<file path="config.mk">
export PLATFORM = sky130hd
export DESIGN_NAME = instruction_sequencer
export DESIGN_NICKNAME = d
export VERILOG_FILES = /design/src/rtl/instruction_sequencer_pkg.sv /design/src/rtl/instruction_sequencer_register_file.sv /design/src/rtl/instruction_sequencer.sv
export SDC_FILE = /design/constraint.sdc
export NUM_CORES = 1
export LEC_CHECK = 0
export BUFFER_PORTS_ARGS = -buffer_cell sky130_fd_sc_hd__buf_4
export CORE_MARGIN = 2
export CORE_UTILIZATION = 37
export CTS_CLUSTER_SIZE = 40
export DETAILED_ROUTE_END_ITERATION = 8
export HOLD_SLACK_MARGIN = 0.1
export SYNTH_ARGS = -nofsm -noshare
export SYNTH_HDL_FRONTEND = slang
export SYNTH_HIERARCHICAL = 1
export SYNTH_SLANG_ARGS = --single-unit
</file>
<file path="constraint.sdc">
create_clock -name clk -period 3.5 [get_ports clk]
set_input_delay 0.7 -clock clk [delete_from_list [all_inputs] [get_ports clk]]
set_output_delay 0.7 -clock clk [all_outputs]
set_load 0.01 [all_outputs]
</file>
<file path="src/rtl/instruction_sequencer_pkg.sv">
// Shared widths, opcode/func encodings and FSM states for the instruction sequencer.
package instruction_sequencer_pkg;

    localparam int WORD_SIZE = 16;
    localparam int NUM_REGS  = 4;
    localparam int REG_AW    = $clog2(NUM_REGS);

    localparam logic [3:0] OPCODE_RTYPE = 4'd15;
    localparam logic [3:0] OPCODE_ADI   = 4'd4;
    localparam logic [3:0] OPCODE_LHI   = 4'd6;
    localparam logic [3:0] OPCODE_JMP   = 4'd9;

    localparam logic [5:0] FUNC_ADD = 6'd0;
    localparam logic [5:0] FUNC_WWD = 6'd28;

    typedef enum logic {
        S_FETCH = 1'b0,
        S_EXEC  = 1'b1
    } state_e;

    function automatic logic [WORD_SIZE-1:0] sext8(input logic [7:0] v);
        return {{(WORD_SIZE-8){v[7]}}, v};
    endfunction

endpackage

</file>
<file path="src/rtl/instruction_sequencer_register_file.sv">
// Architectural register file: two combinational read ports, one synchronous write port.
module register_file
    import instruction_sequencer_pkg::*;
(
    input  logic                 clk,
    input  logic                 reset,
    input  logic [REG_AW-1:0]    raddr1_i,
    input  logic [REG_AW-1:0]    raddr2_i,
    input  logic                 we_i,
    input  logic [REG_AW-1:0]    waddr_i,
    input  logic [WORD_SIZE-1:0] wdata_i,
    output logic [WORD_SIZE-1:0] rdata1_o,
    output logic [WORD_SIZE-1:0] rdata2_o
);

    logic [WORD_SIZE-1:0] regs_q [NUM_REGS];

    always_ff @(posedge clk) begin
        if (reset) begin
            for (int i = 0; i < NUM_REGS; i++) begin
                regs_q[i] <= '0;
            end
        end else if (we_i) begin
            regs_q[waddr_i] <= wdata_i;
        end
    end

    assign rdata1_o = regs_q[raddr1_i];
    assign rdata2_o = regs_q[raddr2_i];

endmodule

</file>
<file path="src/rtl/instruction_sequencer.sv">
// Two-state fetch/execute controller that drives an external combinational ALU.
module instruction_sequencer
    import instruction_sequencer_pkg::*;
#(
    parameter logic [WORD_SIZE-1:0] RESET_PC = 16'h0000
) (
    input  logic                 clk,
    input  logic                 reset,
    output logic                 readM,
    output logic [WORD_SIZE-1:0] address,
    input  logic [WORD_SIZE-1:0] data,
    input  logic                 inputReady,
    output logic [WORD_SIZE-1:0] alu_a,
    output logic [WORD_SIZE-1:0] alu_b,
    output logic [3:0]           alu_opcode,
    output logic [5:0]           alu_func,
    input  logic [WORD_SIZE-1:0] alu_c,
    output logic [WORD_SIZE-1:0] output_port,
    output logic [WORD_SIZE-1:0] num_inst
);

    state_e               state_q;
    logic [WORD_SIZE-1:0] pc_q;
    logic [WORD_SIZE-1:0] ir_q;
    logic [WORD_SIZE-1:0] out_q;
    logic [WORD_SIZE-1:0] cnt_q;

    logic [3:0]           op;
    logic [REG_AW-1:0]    rs, rt, rd;
    logic [5:0]           func;
    logic [7:0]           imm;
    logic [11:0]          target;
    logic [WORD_SIZE-1:0] rs_data, rt_data;
    logic                 rf_we;
    logic [REG_AW-1:0]    rf_waddr;
    logic                 exec;

    assign op     = ir_q[15:12];
    assign rs     = ir_q[11:10];
    assign rt     = ir_q[9:8];
    assign rd     = ir_q[7:6];
    assign func   = ir_q[5:0];
    assign imm    = ir_q[7:0];
    assign target = ir_q[11:0];
    assign exec   = (state_q == S_EXEC);

    register_file u_rf (
        .clk      (clk),
        .reset    (reset),
        .raddr1_i (rs),
        .raddr2_i (rt),
        .we_i     (rf_we),
        .waddr_i  (rf_waddr),
        .wdata_i  (alu_c),
        .rdata1_o (rs_data),
        .rdata2_o (rt_data)
    );

    // Operand mux and writeback decode; the write lands at the end of EXEC.
    always_comb begin
        alu_b    = rt_data;
        rf_we    = 1'b0;
        rf_waddr = rt;
        case (op)
            OPCODE_RTYPE: begin
                if (func == FUNC_ADD) begin
                    rf_we    = exec;
                    rf_waddr = rd;
                end
            end
            OPCODE_ADI: begin
                alu_b = sext8(imm);
                rf_we = exec;
            end
            OPCODE_LHI: begin
                alu_b = {8'h00, imm};
                rf_we = exec;
            end
            default: ;
        endcase
    end

    always_ff @(posedge clk) begin
        if (reset) begin
            state_q <= S_FETCH;
            pc_q    <= RESET_PC;
            ir_q    <= '0;
            out_q   <= '0;
            cnt_q   <= '0;
        end else begin
            case (state_q)
                S_FETCH: begin
                    if (inputReady) begin
                        ir_q    <= data;
                        state_q <= S_EXEC;
                    end
                end
                S_EXEC: begin
                    state_q <= S_FETCH;
                    cnt_q   <= cnt_q + 16'd1;
                    if (op == OPCODE_JMP) begin
                        pc_q <= {pc_q[15:12], target};
                    end else begin
                        pc_q <= pc_q + 16'd1;
                    end
                    if (op == OPCODE_RTYPE && func == FUNC_WWD) begin
                        out_q <= rs_data;
                    end
                end
                default: state_q <= S_FETCH;
            endcase
        end
    end

    // Request is withheld while reset is asserted so the reset cycle never fetches.
    assign readM       = (state_q == S_FETCH) && !reset;
    assign address     = pc_q;
    assign alu_a       = rs_data;
    assign alu_opcode  = op;
    assign alu_func    = func;
    assign output_port = out_q;
    assign num_inst    = cnt_q;

endmodule
</file>
# == Yosys cells after proc, flatten, opt, wreduce, memory -nomap -nowiden ==
# Memory sizes are Yosys's and may differ from the RTL's. A register that Yosys moved wholly into a read port is not among the register bits.
# Cells that the tools add are included.
# op_classes
addsub,2
n_eq_ne,5
n_mux,20
bitwise_logic,2
n_reduce_logical,9
# ops
op,count
"16-bit by 1-bit adder with 16-bit output, second input constant",2
16-bit case mux with 2 select lines,1
16-bit 2-to-1 mux,1
16-bit OR reduction,1
2-bit 2-to-1 mux,7
12-bit 2-to-1 mux,1
"4-bit by 3-bit == test with 1-bit output, second input constant",2
"4-bit == test, second input constant",2
1-bit 2-to-1 mux,8
"6-bit by 5-bit == test with 1-bit output, second input constant",1
6-bit zero test,1
2-bit AND reduction,3
1-bit case mux with 2 select lines,2
1-bit logical AND,2
1-bit NOT,2
2-bit OR reduction,1
1-bit zero test,1
# totals
ff_bits,65
mem_bits_rw,64
in_bits,35
out_inout_bits,91
wordCells,45
n_memories,1
# mem_list
memory,depth,word_bits,rd,rd_ports_with_merged_regs,write_ports,line,source
u_rf.regs_q,4,16,2,2,4,instruction_sequencer_register_file.sv:16,logic [WORD_SIZE-1:0] regs_q [NUM_REGS];

# == Longest topological paths before layout ==
# logic_depth
word_depth,8
depth_mapped,7
mapped_depth_nobuf,5

# == Modules after synthesis ==
# Netlist, hierarchy kept.
# by_module_without_submodules
mod,instances,cells_each,area_each_um2,seq_area_each_um2
register_file,1,183,3231.8,1921.8
instruction_sequencer,1,373,3099.2,1301.2

# == Worst setup path after synthesis ==
# Ideal clock, no wire load.
# synth_timing
kind,register to register
startpoint,reg ir_q[0]
endpoint,mem u_rf.regs_q[2][0] (enable)
setup_ns,0.392
t_arrival_ns,2.390
required_time_ns,3.108
slack_ns,0.717
stages_incl_launch_ff,6
n_path_buf,0
period_less_slack_ns,2.783
cell_sequence,dfxtp_1 -> or3_1 -> or3_1 -> a21oi_1 -> nand2_1 -> o21bai_1
# synth_lines
element,line,source
"start, declared",instruction_sequencer.sv:24,logic [WORD_SIZE-1:0] ir_q;
"start signal, assigned",instruction_sequencer.sv:94,ir_q <= data;
"end, declared",instruction_sequencer_register_file.sv:16,

==> results.py <==
metrics = {
    "status": {
        "outcome": "finished clean",
    },
    "place": {
        "globalplace.congestion": 0.793,
        "dp_hpwl_mm": 11.5,
        "portBuffers": 125,
    },
    "yosys": {
        "synth_compound_area_share_pct": 5.85,
        "ys_seq_elements": 129,
        "ys_warn_count": 6,
        "synthAdderAreaFrac_pct": 0.395,
        "synthTopCellsByArea": "edfxtp_1 (30%), dfxtp_1 (21%), mux4_2 (11%), and2_1 (6.5%), nand2_1 (3.9%)",
        "synth-edff-count": 64,
        "synthXorXnorAreaFrac_pct": 1.52,
        "synth_top_area_share_pct": 30.4,
        "synth_cells": 556,
        "netlist_area_um2": 6330,
        "synthSimpleGateAreaFrac_pct": 20.4,
        "synth.yosys.seq_area_share_pct": 50.9,
        "ys.flop_type": "dfxtp_1",
        "synth_top_family_by_area": "simple AND/OR/NAND/NOR gates",
        "synth_top_area_cell": "edfxtp_1",
        "syn_nets": 593,
        "synth_cell_types": 53,
        "synth_mux_area_share_pct": 16.7,
        "syn_avg_cell_area_um2": 11.4,
        "async_flop_share_pct": 0,
    },
    "clock_network": {
        "ctsHtreeMaxLevel": 4,
        "worstSkewPairLatency_ps": 410,
        "cts_sinks": 129,
        "clk_pin_slew_ps": 60,
        "clock-root-buffer": "clkbuf_16",
        "cts_buffers": 17,
        "cts-resized-gates": 0,
        "cts_hold_buf": 0,
        "cts_tree": "built",
        "cts_setup_buffers": 0,
        "clk_path_buf_depth": 2,
    },
    "layout": {
        "area_growth_pct": 26.2,
        "nets": 705,
        "antennaDiodeCount": 0,
        "multi_input_area_um2": 2860,
        "utilization_pct": 48.0,
        "layout-drive-gt1-share_pct": 32.5,
        "final_common_cell": "buf_4",
        "fill_cells": 1536,
        "regArea_um2": 3220,
        "most-common-layout-cells": "buf_4 (134), nand2_1 (66), and2_1 (66), dfxtp_1 (65), edfxtp_1 (64)",
    },
    "global_route": {
        "gr-total-overflow": 0,
        "grt_max_degree": 79,
        "grt_pass1_vias": 4613,
        "grt_pass1_wl_mm": 25.9,
        "grt_util_all_layers_pct": 18.9,
        "antenna_found_initial": 0,
    },
    "power": {
        "comb_power_share_pct": 9.2,
        "cellPowerDensity_nw_per_um2": 474,
        "p_seq_share_pct": 44.1,
        "peakVddDrop_mv": 0.328,
        "internal_power_mw": 2.90,
        "power.leakage_nw": 3.11,
        "p_switching_mw": 0.884,
        "sw_frac_of_total_pct": 23.3,
        "power_frac_clock_pct": 46.7,
    },
    "floorplan": {
        "fp.dieW_um": 135,
        "start_util_pct": 38.0,
        "core_area_um2": 16600,
        "dieArea_um2": 18200,
        "die_h_um": 135,
        "pin_count": 126,
        "rows": 47,
    },
    "worst_hold_path": {
        "hold_start": "ir_q[10]",
        "min_path_type": "flip-flop to flip-flop",
    },
    "drt": {
        "drcViolationCount": 0,
        "drtPass1Iterations": 5,
        "via_per_inst": 5.29,
        "vias": 4766,
        "wirelength_mm": 17.0,
        "drt_iter0_drc": 378,
        "routedWlPerCell_um": 18.8,
        "ant_nets": 0,
    },
    "timing": {
        "hold_viol": 0,
        "worstMarginPinSlew_ps": 1100,
        "slew_headroom_pct": 26.8,
        "skew_ps": 6.60,
        "setup_viol": 0,
        "period_share_pct": 83.4,
        "fmax_ghz": 0.343,
        "tns_ps": 0,
        "fin_crit_ps": 2920,
        "report.final.slew_viol_count": 0,
        "rsz0062_at_grt": "false",
    },
    "setup_path": {
        "end_kind": "output pin",
        "critPathMaxFanout": 16,
        "crit_start": "ir_q[9]",
        "required_ps": 2800,
        "worst_ep_arrival_time_ps": 2220,
        "critPathKind": "flip-flop to output pin",
        "start_kind": "flip-flop",
        "r2r_start": "ir_q[1]",
    },
    "flow_run": {
        "cap_viol_max_count": 0,
    },
}
## area by class of cell
class | instances | share of cell area, %
Multi-Input combinational cell | 379 | 35.8
Inverter | 7 | 0.329
Timing Repair Buffer | 134 | 12.6
Clock buffer | 20 | 5.86
Sequential cell | 129 | 40.3
Clock inverter | 12 | 1.66
Tap cell | 220 | 3.45
## stage by stage
step	total power [mW]	worst slack [ps]	std cells	area, µm²	hold WS (ps)
detailed placement	2.05	756	869	7390	473
global route	3.93	499	901	7990	506
global placement	2.04	880	869	7390	465
CTS	3.83	562	901	7990	484
floorplan	1.88	717	556	6330	444
finish	3.79	580	901	7990	478
## power groups by stage
stage | registers (mW) | logic, mW | clock network [mW]
final | 1.67 | 0.349 | 1.77
after global routing | 1.67 | 0.373 | 1.88
after global placement | 1.70 | 0.345 | 0
after floorplan | 1.68 | 0.203 | 0
after detailed placement | 1.70 | 0.350 | 0
after CTS | 1.67 | 0.352 | 1.81
## state kept, by name, indices dropped and copies added (netlist names)
register	flops
u_rf/regs_q	64
address	16
ir_q	16
num_inst	16
output_port	16
exec	1
## path summary, 6_finish.rpt
| path | to | cells after the start | slack [ps] |
|---|---|---|---|
| setup reg to reg | u_rf/regs_q[1][1] | 5 | 690 |
| setup / recovery | alu_b[12] | 5 | 580 |
| hold / removal | ir_q[10] | 2 | 480 |
| hold reg to reg | ir_q[10] | 2 | 480 |
## cell families after synthesis
group,after synthesis
AO/OA/AOI/OAI,64
XOR/XNOR,11
adder cells (fa/ha/maj),2
buffers and inverters,48
flip-flops,129
multiplexers,64
AND/OR/NAND/NOR,238
## synth_stat cells (8+ instances only)
master    number
nand2_1       66
mux2_2        14
dfxtp_1       65
and3_1         8
nand3_1        9
nand4_1       10
a21oi_1       37
mux4_2        32
and2_1        66
nor2_1        39
clkbuf_1      14
mux2i_1       18
o21ai_0       11
buf_4         12
edfxtp_1      64
## critical path, cell delays in order (launching register included)
cell	delay [ps]
dfxtp_1	870
buf_4	270
mux4_2	310
nand2_1	120
nand2_1	60
buf_4	170
## routing by layer
layer / vias up / track usage (%) / wire length, µm / share of wire, %
met4: 0 / 5.56 / 237 / 1.4
met3: 16 / 4.88 / 1100 / 6.5
li1: 2244 / - / - / -
met5: - / 0 / 0 / 0
met1: 2346 / 25.1 / 7280 / 43
met2: 160 / 30.7 / 8350 / 49
Power figures use the tool's default switching activity.
